==> config.mk <==
export PLATFORM = sky130hd
export DESIGN_NAME = alu_cmd_sequencer
export DESIGN_NICKNAME = d
export VERILOG_FILES = /design/src/rtl/alu_cmd_sequencer.sv
export SDC_FILE = /design/constraint.sdc
export NUM_CORES = 1
export LEC_CHECK = 0
export CAP_MARGIN = 40
export CORE_MARGIN = 10
export CORE_UTILIZATION = 45
export CTS_CLUSTER_SIZE = 30
export DETAILED_ROUTE_END_ITERATION = 6
export PLACE_DENSITY = 0.7
export SETUP_SLACK_MARGIN = 0.1
export SYNTH_ARGS = -nofsm -noshare
export SYNTH_HDL_FRONTEND = slang
export SYNTH_SLANG_ARGS = --single-unit
==> constraint.sdc <==
create_clock -name clk -period 5.9 [get_ports clk]
set_clock_uncertainty 0.1 [all_clocks]
set_input_delay 0.59 -clock clk [delete_from_list [all_inputs] [get_ports clk]]
set_output_delay 0.59 -clock clk [all_outputs]
set_load 0.02 [all_outputs]
==> src/rtl/alu_cmd_sequencer.sv <==
// Issue stage for the combinational ALU: FIFO-buffered commands, one ALU cycle each, registered response.
// Latency: command accepted at edge T into an idle, empty block -> ISSUE in cycle T+1 -> rsp_valid at edge T+2.
// Backpressure: cmd_ready drops when the FIFO is full; no new issue while a response waits on rsp_ready.
// Optional result flags (rsp_zero/rsp_neg) are enabled by defining ALU_SEQ_FLAGS_EN.
module alu_cmd_sequencer #(
    parameter int DEPTH = 4,
    parameter int W     = 32
) (
    input  logic                       clk,
    input  logic                       rst_n,
    input  logic                       cmd_valid,
    output logic                       cmd_ready,
    input  logic [2:0]                 cmd_op,
    input  logic [W-1:0]               cmd_a,
    input  logic [W-1:0]               cmd_b,
    output logic                       alu_en,
    output logic [2:0]                 alu_op,
    output logic [W-1:0]               alu_a,
    output logic [W-1:0]               alu_b,
    input  logic [W-1:0]               alu_result,
    output logic                       rsp_valid,
    input  logic                       rsp_ready,
    output logic [W-1:0]               rsp_data,
    output logic                       rsp_zero,
    output logic                       rsp_neg,
    output logic [$clog2(DEPTH):0]     occupancy
);

    localparam int AW = $clog2(DEPTH);
    localparam int OW = AW + 1;
    localparam logic [OW-1:0] FULL_CNT = OW'(DEPTH);

    typedef enum logic [1:0] {
        IDLE  = 2'd0,
        ISSUE = 2'd1,
        HOLD  = 2'd2
    } state_t;

    state_t state, state_nxt;

    logic [2:0]    fifo_op [DEPTH];
    logic [W-1:0]  fifo_a  [DEPTH];
    logic [W-1:0]  fifo_b  [DEPTH];
    logic [AW-1:0] wr_ptr, rd_ptr;
    logic          push, pop, fifo_empty;

    assign cmd_ready  = (occupancy < FULL_CNT);
    assign fifo_empty = (occupancy == '0);
    assign push       = cmd_valid && cmd_ready;
    assign pop        = (state == ISSUE);

    // Storage needs no reset: entries are only ever read behind a valid occupancy.
    always_ff @(posedge clk) begin
        if (push) begin
            fifo_op[wr_ptr] <= cmd_op;
            fifo_a[wr_ptr]  <= cmd_a;
            fifo_b[wr_ptr]  <= cmd_b;
        end
    end

    always_ff @(posedge clk or negedge rst_n) begin
        if (!rst_n) begin
            wr_ptr    <= '0;
            rd_ptr    <= '0;
            occupancy <= '0;
        end else begin
            if (push) wr_ptr <= wr_ptr + 1'b1;
            if (pop)  rd_ptr <= rd_ptr + 1'b1;
            case ({push, pop})
                2'b10:   occupancy <= occupancy + 1'b1;
                2'b01:   occupancy <= occupancy - 1'b1;
                default: occupancy <= occupancy;
            endcase
        end
    end

    always_ff @(posedge clk or negedge rst_n) begin
        if (!rst_n) state <= IDLE;
        else        state <= state_nxt;
    end

    always_comb begin
        state_nxt = state;
        alu_en    = 1'b0;
        alu_op    = '0;
        alu_a     = '0;
        alu_b     = '0;
        case (state)
            IDLE: begin
                if (!fifo_empty && !rsp_valid) state_nxt = ISSUE;
            end
            ISSUE: begin
                alu_en    = 1'b1;
                alu_op    = fifo_op[rd_ptr];
                alu_a     = fifo_a[rd_ptr];
                alu_b     = fifo_b[rd_ptr];
                state_nxt = HOLD;
            end
            HOLD: begin
                if (rsp_ready) state_nxt = fifo_empty ? IDLE : ISSUE;
            end
            default: state_nxt = IDLE;
        endcase
    end

    // alu_result is only sampled on the edge that ends ISSUE, when the ALU is enabled.
    always_ff @(posedge clk or negedge rst_n) begin
        if (!rst_n) begin
            rsp_valid <= 1'b0;
            rsp_data  <= '0;
        end else if (state == ISSUE) begin
            rsp_valid <= 1'b1;
            rsp_data  <= alu_result;
        end else if (state == HOLD && rsp_ready) begin
            rsp_valid <= 1'b0;
        end
    end

`ifdef ALU_SEQ_FLAGS_EN
    always_ff @(posedge clk or negedge rst_n) begin
        if (!rst_n) begin
            rsp_zero <= 1'b0;
            rsp_neg  <= 1'b0;
        end else if (state == ISSUE) begin
            rsp_zero <= (alu_result == '0);
            rsp_neg  <= alu_result[W-1];
        end
    end
`else
    assign rsp_zero = 1'b0;
    assign rsp_neg  = 1'b0;
`endif

endmodule

==> metrics.cfg <==
[outcome]
outcome=complete, no violations

[clock_tree]
post_cts_buffers=0
clockBufferDepth=3
clkLatencyLatePin_ns=0.49
cts.sink_count=310
htree_levels=2
tritoncts=yes
clk_pin_slew_ns=0.05
cts_buffers=34
clock-root-buffer=clkbuf_16

[drt]
wl_per_cell_um=20.76
ant_nets=0
via_per_inst=5.092
dr_total_vias=6115
drtPass1Iterations=6
route.detailed.drc=0
wl_um=24930
initialDrtViolationCount=356

[power]
power.share.sequential=0.411
clockPowerShare=0.268
p_per_area_mw_per_mm2=480.7
netSwitchingPower_w=0.002208
combPwrFrac=0.321
p_leak_nw=5.364
peakVddDrop_uv=397.4
switching_share=0.2984
power.internal_w=0.005194
p_total_w=0.007402

[synthesis]
synthCells=617
yosysSeqAreaShare=0.7673
syn_avg_cell_area_um2=19.22
synth_area_mm2=0.01186
synth_top_cell_by_area=edfxtp_1
yosysTopAreaCellShare=0.6787
ys_types=24
synth_seq_cells=310
yosys_warnings=0
synth_area_leaders=edfxtp_1, mux4_2, dfrtp_1

[grt]
antenna_found_initial=0
grt_overflow=0
grt.total_usage=0.1501
grt_pass1_wl_um=39290
grt_max_degree=48
grt_pass1_vias=6693

[floorplan]
core_mm2=0.02598
initial_core_util=0.4563
die_w_um=182.3
io_pins=210
die-area_mm2=0.03324
die_height_um=182.3
num_rows=59

[sta]
rsz0062_at_grt=no
fin_crit_sh=0.6355
worst_slew_pin_slew_ns=0.7518
slew_headroom=0.4988
finalMaxSlewViolations=0
hold_viol=0
finalWorstSetupSlack_ns=2.151
max_freq_mhz=266.7
setup_tns_ns=0
setup_viol=0
finalCriticalPeriod_ns=3.749

[setup_path]
cp-end-kind=primary output
worst_setup_path_start_kind=flop
r2r-start=state[1]$_DFFE_PN0P_
reg2regPathDepth=9
cp_max_fo=25
timing.rr.end=occupancy[2]$_DFFE_PN0P_
critPathRequiredTime_ns=5.21
critical_path_class=flop to primary output
cp.arrival_ns=3.06
r2r_slack_ns=3.04

[worst_hold_path]
min_path_cells=2
holdPathEnd=rsp_data[31]$_DFFE_PN0N_
hp-start=rsp_data[31]$_DFFE_PN0N_
hold_path.class=flop to flop

[cells_and_area]
nets=948
drive_above_1_share=0.1526
syn_to_final_growth_pct=29.86

[place]
place_ws_ns=2.586
gp_congestion=0.7428
place_hpwl_um=16140
io_buffers=207

[flow_run]
drv_cap=0

## sequential cells by signal (all words and copies together), names as in the netlist
signal,count
rsp_valid,1
rsp_data,32
state,2
occupancy,3
fifo_b,128
fifo_a,128
wr_ptr,2
fifo_op,12
rd_ptr,2
## layer usage
metal / vias to the layer above / share of wire / global-route usage
met1: 3100 / 0.42 / 0.1908
met3: 27 / 0.095 / 0.06133
met5: - / 0 / 0
li1: 2779 / - / -
met2: 209 / 0.47 / 0.2352
met4: 0 / 0.014 / 0.03840
## critical path: stages, from the launching register on
cell,delay [ns]
dfrtp_4,0.70
buf_4,0.52
mux4_2,0.57
and2_1,0.19
clkdlybuf4s50_1,0.56
## cell type report
class | instances | area [um2]
timing repair buffer | 219 | 2217
antenna | 1 | 2.502
sequential | 310 | 9106
inverter | 9 | 33.78
tap | 335 | 419.2
fill | 1977 | 10590
clock inverter | 14 | 96.34
clock buffer | 48 | 977.2
multi-input combinational | 265 | 2546
## power groups by stage
stage          sequential, W  clock [W]  combinational [W]
2_1_floorplan        0.00312          0            0.00141
3_3_place_gp         0.00312          0            0.00234
3_5_place_dp         0.00309          0            0.00243
4_1_cts              0.00305    0.00205            0.00244
5_1_grt              0.00309    0.00214            0.00259
6_report             0.00304    0.00199            0.00238
## layout by cell type (no fill, tap or decap)
master / count
and2_4: 4
inv_1: 8
clkinv_1: 6
nand2_1: 101
a21oi_1: 2
clkbuf_8: 1
ha_1: 5
nor2_1: 4
diode_2: 1
inv_2: 1
buf_4: 7
buf_12: 3
a311oi_1: 1
mux4_2: 67
dfrtp_4: 2
edfxtp_1: 268
xnor2_1: 5
clkbuf_1: 10
xor2_1: 1
bufinv_16: 1
clkinv_2: 4
o21ai_0: 3
fa_1: 1
dfrtp_1: 40
dlygate4sd3_1: 1
buf_2: 1
conb_1: 2
nor2b_1: 1
buf_16: 1
clkinv_4: 1
clkdlybuf4s50_1: 206
nand2b_1: 1
clkbuf_16: 37
and2_1: 67
clkinvlp_4: 2
## cell families (layout without fill, tap and decap cells)
family | count (synthesis) | after routing | synth area share
DFF | 310 | 310 | 0.7673
and+or+nand+nor | 178 | 178 | 0.07175
muxes | 67 | 67 | 0.1273
buffers and inverters | 43 | 290 | 0.01910
adders and majority gates | 6 | 6 | 0.006964
AOI/OAI and AO/OA | 6 | 6 | 0.002849
xor gates and xnor gates | 6 | 6 | 0.004432
other | 1 | 3 | 0.0003163
## metrics by stage
step,instances,hold WS [ns],util,area (um2)
floorplan,618,0.1944,-,11860
detailed placement,1137,0.3619,0.5508,14310
finish,1201,0.3711,0.5926,15400
global placement,1133,0.3561,0.5474,14220
CTS,1200,0.3635,0.5925,15400
global route,1200,0.3912,0.5925,15400
## how the worst max path moves through the flow
stage	from	slack, ns	endpoint	cells past startpoint
floorplan	cmd_valid	2.83	fifo_a[0][0]$_DFFE_PP_	3
global placement	rd_ptr[0]$_DFFE_PN0N_	2.59	alu_b[2]	4
detailed placement	rd_ptr[0]$_DFFE_PN0N_	2.59	alu_b[24]	4
CTS	rd_ptr[0]$_DFFE_PN0N_	2.05	alu_b[24]	4
global route	rd_ptr[0]$_DFFE_PN0N_	1.91	alu_b[24]	4
finish	rd_ptr[0]$_DFFE_PN0N_	2.15	alu_b[19]	4
## Yosys cell counts
master and n:
a21oi_1 2, a311oi_1 1, and2_1 71, buf_1 1, buf_12 2, buf_2 14, buf_4 2, buf_6 1
clkbuf_1 14, conb_1 1, dfrtp_1 42, edfxtp_1 268, fa_1 1, ha_1 5, inv_1 8, inv_2 1
mux4_2 67, nand2_1 101, nand2b_1 1, nor2_1 4, nor2b_1 1, o21ai_0 3, xnor2_1 5, xor2_1 1
## repair_timing
action                                 CTS  global route
gates resized for setup                  0             0
hold buffers                             1             0
endpoints found under the hold margin    8             0
Power figures use the tool's default switching activity.
